## config.mk

```make
export PLATFORM = sky130hd
export DESIGN_NAME = avg4_alu_sequencer_flat
export DESIGN_NICKNAME = d
export VERILOG_FILES = /design/src/rtl/avg4_alu_sequencer_if.sv /design/src/rtl/avg4_alu_sequencer.sv /design/src/flat_wrapper.sv
export SDC_FILE = /design/constraint.sdc
export NUM_CORES = 1
export LEC_CHECK = 0
export CORE_MARGIN = 8
export CORE_UTILIZATION = 45
export DETAILED_ROUTE_END_ITERATION = 10
export DONT_BUFFER_PORTS = 1
export SLEW_MARGIN = 5
export SYNTH_ARGS = -nofsm -noshare
export SYNTH_HDL_FRONTEND = slang
export SYNTH_SLANG_ARGS = --single-unit
```

## constraint.sdc

```tcl
create_clock -name clk -period 1.8 [get_ports clk]
set_input_delay 0.36 -clock clk [delete_from_list [all_inputs] [get_ports clk]]
set_output_delay 0.36 -clock clk [all_outputs]
set_load 0.01 [all_outputs]
```

## src/rtl/avg4_alu_sequencer_if.sv

```systemverilog
// avg4_alu_sequencer_if: pixel-in, pixel-out and shared-ALU signals of the 2x2 averaging sequencer.
interface avg4_alu_sequencer_if #(parameter int PIX_W = 8);
  logic             in_valid, in_ready;
  logic [PIX_W-1:0] pix0, pix1, pix2, pix3;
  logic             out_valid, out_ready;
  logic [PIX_W-1:0] out_pix;
  logic [15:0]      blk_cnt, alu_a, alu_b, alu_c;
  logic [2:0]       alu_op;
  logic [3:0]       alu_shift;
  modport master (
    input  in_valid, pix0, pix1, pix2, pix3, out_ready, alu_c,
    output in_ready, out_valid, out_pix, blk_cnt, alu_a, alu_b, alu_op, alu_shift
  );
  modport slave (
    output in_valid, pix0, pix1, pix2, pix3, out_ready, alu_c,
    input  in_ready, out_valid, out_pix, blk_cnt, alu_a, alu_b, alu_op, alu_shift
  );
endinterface

```

## src/rtl/avg4_alu_sequencer.sv

```systemverilog
// avg4_alu_sequencer: drives the shared ALU through ADD x3, optional INC and RSHIFT 2 to average a 2x2 pixel block.
// Define ROUND_EN to add the rounding INC step (round-half-up instead of truncation).
module avg4_alu_sequencer #(
  parameter int PIX_W = 8
) (
  input logic                 clk,
  input logic                 rst_n,
  avg4_alu_sequencer_if.master bus
);
  typedef enum logic [2:0] {IDLE, ADD0, ADD1, ADD2, RND, SHR, CAP, OUT} state_t;
  localparam logic [2:0] OP_NOP = 3'b000, OP_ADD = 3'b001, OP_INC = 3'b011,
                         OP_SHR = 3'b110, OP_RST = 3'b111;
  state_t           state_q, state_d;
  logic [PIX_W-1:0] p0_q, p1_q, p2_q, p3_q, out_pix_q;
  logic [15:0]      blk_cnt_q;
  assign bus.in_ready  = rst_n && state_q == IDLE;
  assign bus.out_valid = state_q == OUT;
  assign bus.out_pix   = out_pix_q;
  assign bus.blk_cnt   = blk_cnt_q;
  always_comb begin
    state_d       = state_q;
    bus.alu_a     = '0;
    bus.alu_b     = '0;
    bus.alu_op    = OP_NOP;
    bus.alu_shift = '0;
    case (state_q)
      IDLE: begin
        bus.alu_op = OP_RST;
        state_d    = bus.in_valid ? ADD0 : IDLE;
      end
      ADD0: begin
        bus.alu_a  = 16'(p0_q);
        bus.alu_b  = 16'(p1_q);
        bus.alu_op = OP_ADD;
        state_d    = ADD1;
      end
      ADD1: begin
        bus.alu_a  = bus.alu_c;
        bus.alu_b  = 16'(p2_q);
        bus.alu_op = OP_ADD;
        state_d    = ADD2;
      end
      ADD2: begin
        bus.alu_a  = bus.alu_c;
        bus.alu_b  = 16'(p3_q);
        bus.alu_op = OP_ADD;
`ifdef ROUND_EN
        state_d    = RND;
`else
        state_d    = SHR;
`endif
      end
`ifdef ROUND_EN
      RND: begin
        bus.alu_a  = bus.alu_c;
        bus.alu_b  = 16'd1;
        bus.alu_op = OP_INC;
        state_d    = SHR;
      end
`endif
      SHR: begin
        bus.alu_a     = bus.alu_c;
        bus.alu_op    = OP_SHR;
        bus.alu_shift = 4'd2;
        state_d       = CAP;
      end
      CAP:     state_d = OUT;
      OUT:     state_d = bus.out_ready ? IDLE : OUT;
      default: state_d = IDLE;
    endcase
  end
  always_ff @(posedge clk or negedge rst_n) begin
    if (!rst_n) begin
      state_q   <= IDLE;
      p0_q      <= '0;
      p1_q      <= '0;
      p2_q      <= '0;
      p3_q      <= '0;
      out_pix_q <= '0;
      blk_cnt_q <= '0;
    end else begin
      state_q <= state_d;
      if (state_q == IDLE && bus.in_valid) begin
        p0_q <= bus.pix0;
        p1_q <= bus.pix1;
        p2_q <= bus.pix2;
        p3_q <= bus.pix3;
      end
      if (state_q == CAP) out_pix_q <= bus.alu_c[PIX_W-1:0];
      if (state_q == OUT && bus.out_ready) blk_cnt_q <= blk_cnt_q + 16'd1;
    end
  end
endmodule

```

## src/flat_wrapper.sv

```systemverilog
// flat-port wrapper written by rule: the top's interface ports become plain ports
module avg4_alu_sequencer_flat 
#(
  parameter int PIX_W = 8
)
  (clk, rst_n, bus_in_valid, bus_pix0, bus_pix1, bus_pix2, bus_pix3, bus_out_ready, bus_alu_c, bus_in_ready, bus_out_valid, bus_out_pix, bus_blk_cnt, bus_alu_a, bus_alu_b, bus_alu_op, bus_alu_shift);
  avg4_alu_sequencer_if #(.PIX_W(PIX_W)) bus_i ();
  input logic clk;
  input logic rst_n;
  input wire logic [$bits(bus_i.in_valid)-1:0] bus_in_valid;
  input wire logic [$bits(bus_i.pix0)-1:0] bus_pix0;
  input wire logic [$bits(bus_i.pix1)-1:0] bus_pix1;
  input wire logic [$bits(bus_i.pix2)-1:0] bus_pix2;
  input wire logic [$bits(bus_i.pix3)-1:0] bus_pix3;
  input wire logic [$bits(bus_i.out_ready)-1:0] bus_out_ready;
  input wire logic [$bits(bus_i.alu_c)-1:0] bus_alu_c;
  output wire logic [$bits(bus_i.in_ready)-1:0] bus_in_ready;
  output wire logic [$bits(bus_i.out_valid)-1:0] bus_out_valid;
  output wire logic [$bits(bus_i.out_pix)-1:0] bus_out_pix;
  output wire logic [$bits(bus_i.blk_cnt)-1:0] bus_blk_cnt;
  output wire logic [$bits(bus_i.alu_a)-1:0] bus_alu_a;
  output wire logic [$bits(bus_i.alu_b)-1:0] bus_alu_b;
  output wire logic [$bits(bus_i.alu_op)-1:0] bus_alu_op;
  output wire logic [$bits(bus_i.alu_shift)-1:0] bus_alu_shift;
  assign bus_i.in_valid = bus_in_valid;
  assign bus_i.pix0 = bus_pix0;
  assign bus_i.pix1 = bus_pix1;
  assign bus_i.pix2 = bus_pix2;
  assign bus_i.pix3 = bus_pix3;
  assign bus_i.out_ready = bus_out_ready;
  assign bus_i.alu_c = bus_alu_c;
  assign bus_in_ready = bus_i.in_ready;
  assign bus_out_valid = bus_i.out_valid;
  assign bus_out_pix = bus_i.out_pix;
  assign bus_blk_cnt = bus_i.blk_cnt;
  assign bus_alu_a = bus_i.alu_a;
  assign bus_alu_b = bus_i.alu_b;
  assign bus_alu_op = bus_i.alu_op;
  assign bus_alu_shift = bus_i.alu_shift;
  avg4_alu_sequencer #(.PIX_W(PIX_W)) u_core (.clk(clk), .rst_n(rst_n), .bus(bus_i));
endmodule
```

==> out/results.tsv <==
metric	value	unit
status	finished with violations	
failing checks	setup timing	
crit path launch type	flop	
core area	6350	sq um
DP Wirelength	5180	microns
via/cell ratio	5.34	
layout cells sized above 1	0.470	
Hold Path Depth	1	
minimum clock period	1900	ps
TritonCTS buffer count	9	
DRC	0	
number of fill cells	539	
Routability Congestion	0.721	
mapped cell area	2950	sq um
finished layout cell area	3660	sq um
area grow syn2layout	24.3	%
Avg Inst Size Synth	11.2	sq um
Async S/R FF share, synth	1.00	
register area	1480	sq um
Chip Width	96.9	microns
Overall Global Routing Usage	0.160	
endpoint class of the critical path	primary output	
cell taking the most area after synthesis	dfrtp_1	
Hold WS	169	ps
root buffer cell	clkbuf_8	
pin count of the biggest net entering global routing	60	
final period utilization	1.06	
Syn Inst Count	262	
largest family of logic cells by synthesized area	multiplexers	
P per Cell Area	1780	nW/um^2
first-pass GRT wire length	11900	microns
capturing point of the worst reg2reg path	u_core.p0_q[7]	
final hold vios	0	
reg2reg path depth	6	
clock sink total	59	
Critical path buffers and inverters	3	
Synth Area in Adders	0.00425	
Synth Area in Compound Gates	0.0586	
Diodes inserted	0	
CTS tree	done	
I/O Pins	117	
area occupied by multi-input gates	1490	sq um
chip height	96.9	microns
Setup-failing EPs final	20	
vias in the first global route	2170	
Std-Cell Rows	29	
Bufs on Longest Clock Path	2	
final net count	349	
Routed Antenna Nets	0	
Area contributors post-synth	dfrtp_1 50%, mux2_2 15%, buf_4 4.1%	
simple-gate area share of the yosys netlist	0.137	
setup ws final	-102	ps
IO buf count	0	
placed cell areas	3090	sq um
critical-path maximum fanout	8	
VDD IR max	0.000883	V
max cap viols	0	
Worst Hold Path EP	u_core.bus.out_pix[4]	
library cells used by synthesis	35	
worst hold path class	in2reg	
GRT Residual Overflow	0	
share of the synthesized area in the top cell type	0.501	
CP Cell Sequence	inv_4 -> nor3_4 -> buf_6 -> a21oi_4 -> buf_12 -> nor2b_4	
via count	2014	
1st-iter DRT viols	67	
#FFs+latches synth	59	
Crit-path slowest cell	dfrtp_1	
Critical Path AT	1540	ps
Clock Latency Late Sink	340	ps
DRT Pass-1 Iters	4	
initial antenna violation count	1	
delay-heaviest family, CP	flip-flops	
f_max	0.526	GHz
most instantiated library cell after synthesis	dfrtp_1	
Lkg Pwr	1.66	nW
die area	9390	sq um
EDFF count, synth	0	
yosys warns	0	
final wirelength	7420	microns
H-tree depth	3	
RSZ-0062 raised after global routing	yes	
register area share after synthesis	0.501	
hold wc startpoint	bus_alu_c[4]	
Max Slew Vio Count	0	
Starting Density	0.464	
Setup Skew	6.87	ps
CTS clk-pin slew, worst paths	60	ps
proportion of synthesized area in mux cells	0.181	
CP Depth	6	
dominant synthesized flop cell	dfrtp_1	
Worst EP required	1440	ps
Worst path max stage delay	420	ps
WL/cell	19.7	microns
WS Path Type	reg2out	
Synth top cells by count	59 x dfrtp_1, 40 x mux2_2, 22 x nor2_1, 18 x nand2_1, 16 x buf_4	
reg2reg start	u_core.state_q[1]	
total power	0.00653	W
Post-Synth XOR/XNOR Area	0.0476	
Reg2Reg Setup Slack	30	ps
-- cells in the final DEF (no fill, tap or decap), drive strengths merged --
cell type    netlist  final
inv                4      4
nand4              3      3
and2               2      2
and4               3      3
nor2              23     23
a22oi              8      8
xnor2             11     11
dfrtp             59     59
buf               23     39
bufinv             0      1
dlygate4sd3        0      1
o21ai             10     10
nand2             19     19
clkinv             0      4
xor2               5      5
nand3              8      8
mux2              41     41
conb               1     11
clkinvlp           0      1
ha                 1      1
nor2b              9      9
a21oi             11     11
mux2i              7      7
nor3               4      4
a211oi             1      1
and3               5      5
clkbuf             4      9
-- area by class of cell --
type,instances,share of cell area
Multi-Input combinational cell,182,0.408
Sequential cell,59,0.403
Timing Repair Buffer,40,0.108
Clock buffer,9,0.0338
Tap cell,77,0.0263
Clock inverter,6,0.0157
Inverter,4,0.00478
-- flip-flops by register name (all words and copies together) (netlist names) --
signal,flops
u_core.bus.blk_cnt,16
u_core.bus.out_pix,8
u_core.p0_q,8
u_core.p1_q,8
u_core.p2_q,8
u_core.p3_q,8
u_core.state_q,3
-- timing repair --
action                                 CTS  global route
setup endpoints to repair               24            60
gates cloned                             1             0
endpoints found under the hold margin   59             0
resized for setup                       55            20
hold buffers                             2             0
setup buffers                           13             2
pin swaps                               10             2
-- cell families (layout without fill, tap and decap cells) --
kind of cell | count (synthesis) | count (layout)
compound gates | 30 | 30
xor+xnor | 16 | 16
fa+ha+maj | 1 | 1
buf+inv | 31 | 59
flops | 59 | 59
mux | 48 | 48
other cells | 1 | 11
simple gates | 76 | 76
-- metrics by stage --
stage	setup TNS, ps	setup WS, ps	util	std cells
floorplan	0	86.8	-	272
global placement	0	117	0.486	345
detailed placement	0	45.5	0.486	345
CTS	-1910	-120	0.564	376
global route	-5230	-176	0.577	377
finish	-1270	-102	0.577	377
-- power by group --
group	leakage (nW)	switching, W	internal (W)
logic	0.836	0.00153	0.00158
clock network	0.0946	0.000504	0.000620
registers	0.733	0.000439	0.00186
total	1.66	0.00248	0.00406
-- per-layer routing --
layer,global-route usage,up-vias,share of wire
li1,-,946,-
met1,0.164,956,0.37
met2,0.258,94,0.50
met3,0.100,16,0.10
met4,0.0580,2,0.021
met5,0,-,0.0018
-- worst max path at each step --
| stage | slack, ps | from | end |
|---|---|---|---|
| floorplan | 90 | u_core.state_q[2] | bus_alu_a[10] |
| CTS | -120 | u_core.state_q[1] | bus_alu_a[11] |
| global placement | 120 | u_core.state_q[1] | bus_alu_a[3] |
| finish | -100 | u_core.state_q[0] | bus_alu_a[13] |
| detailed placement | 50 | u_core.state_q[1] | bus_alu_a[3] |
| global route | -180 | u_core.state_q[0] | bus_alu_a[13] |
Note: power is estimated with default switching activity, not from simulation.
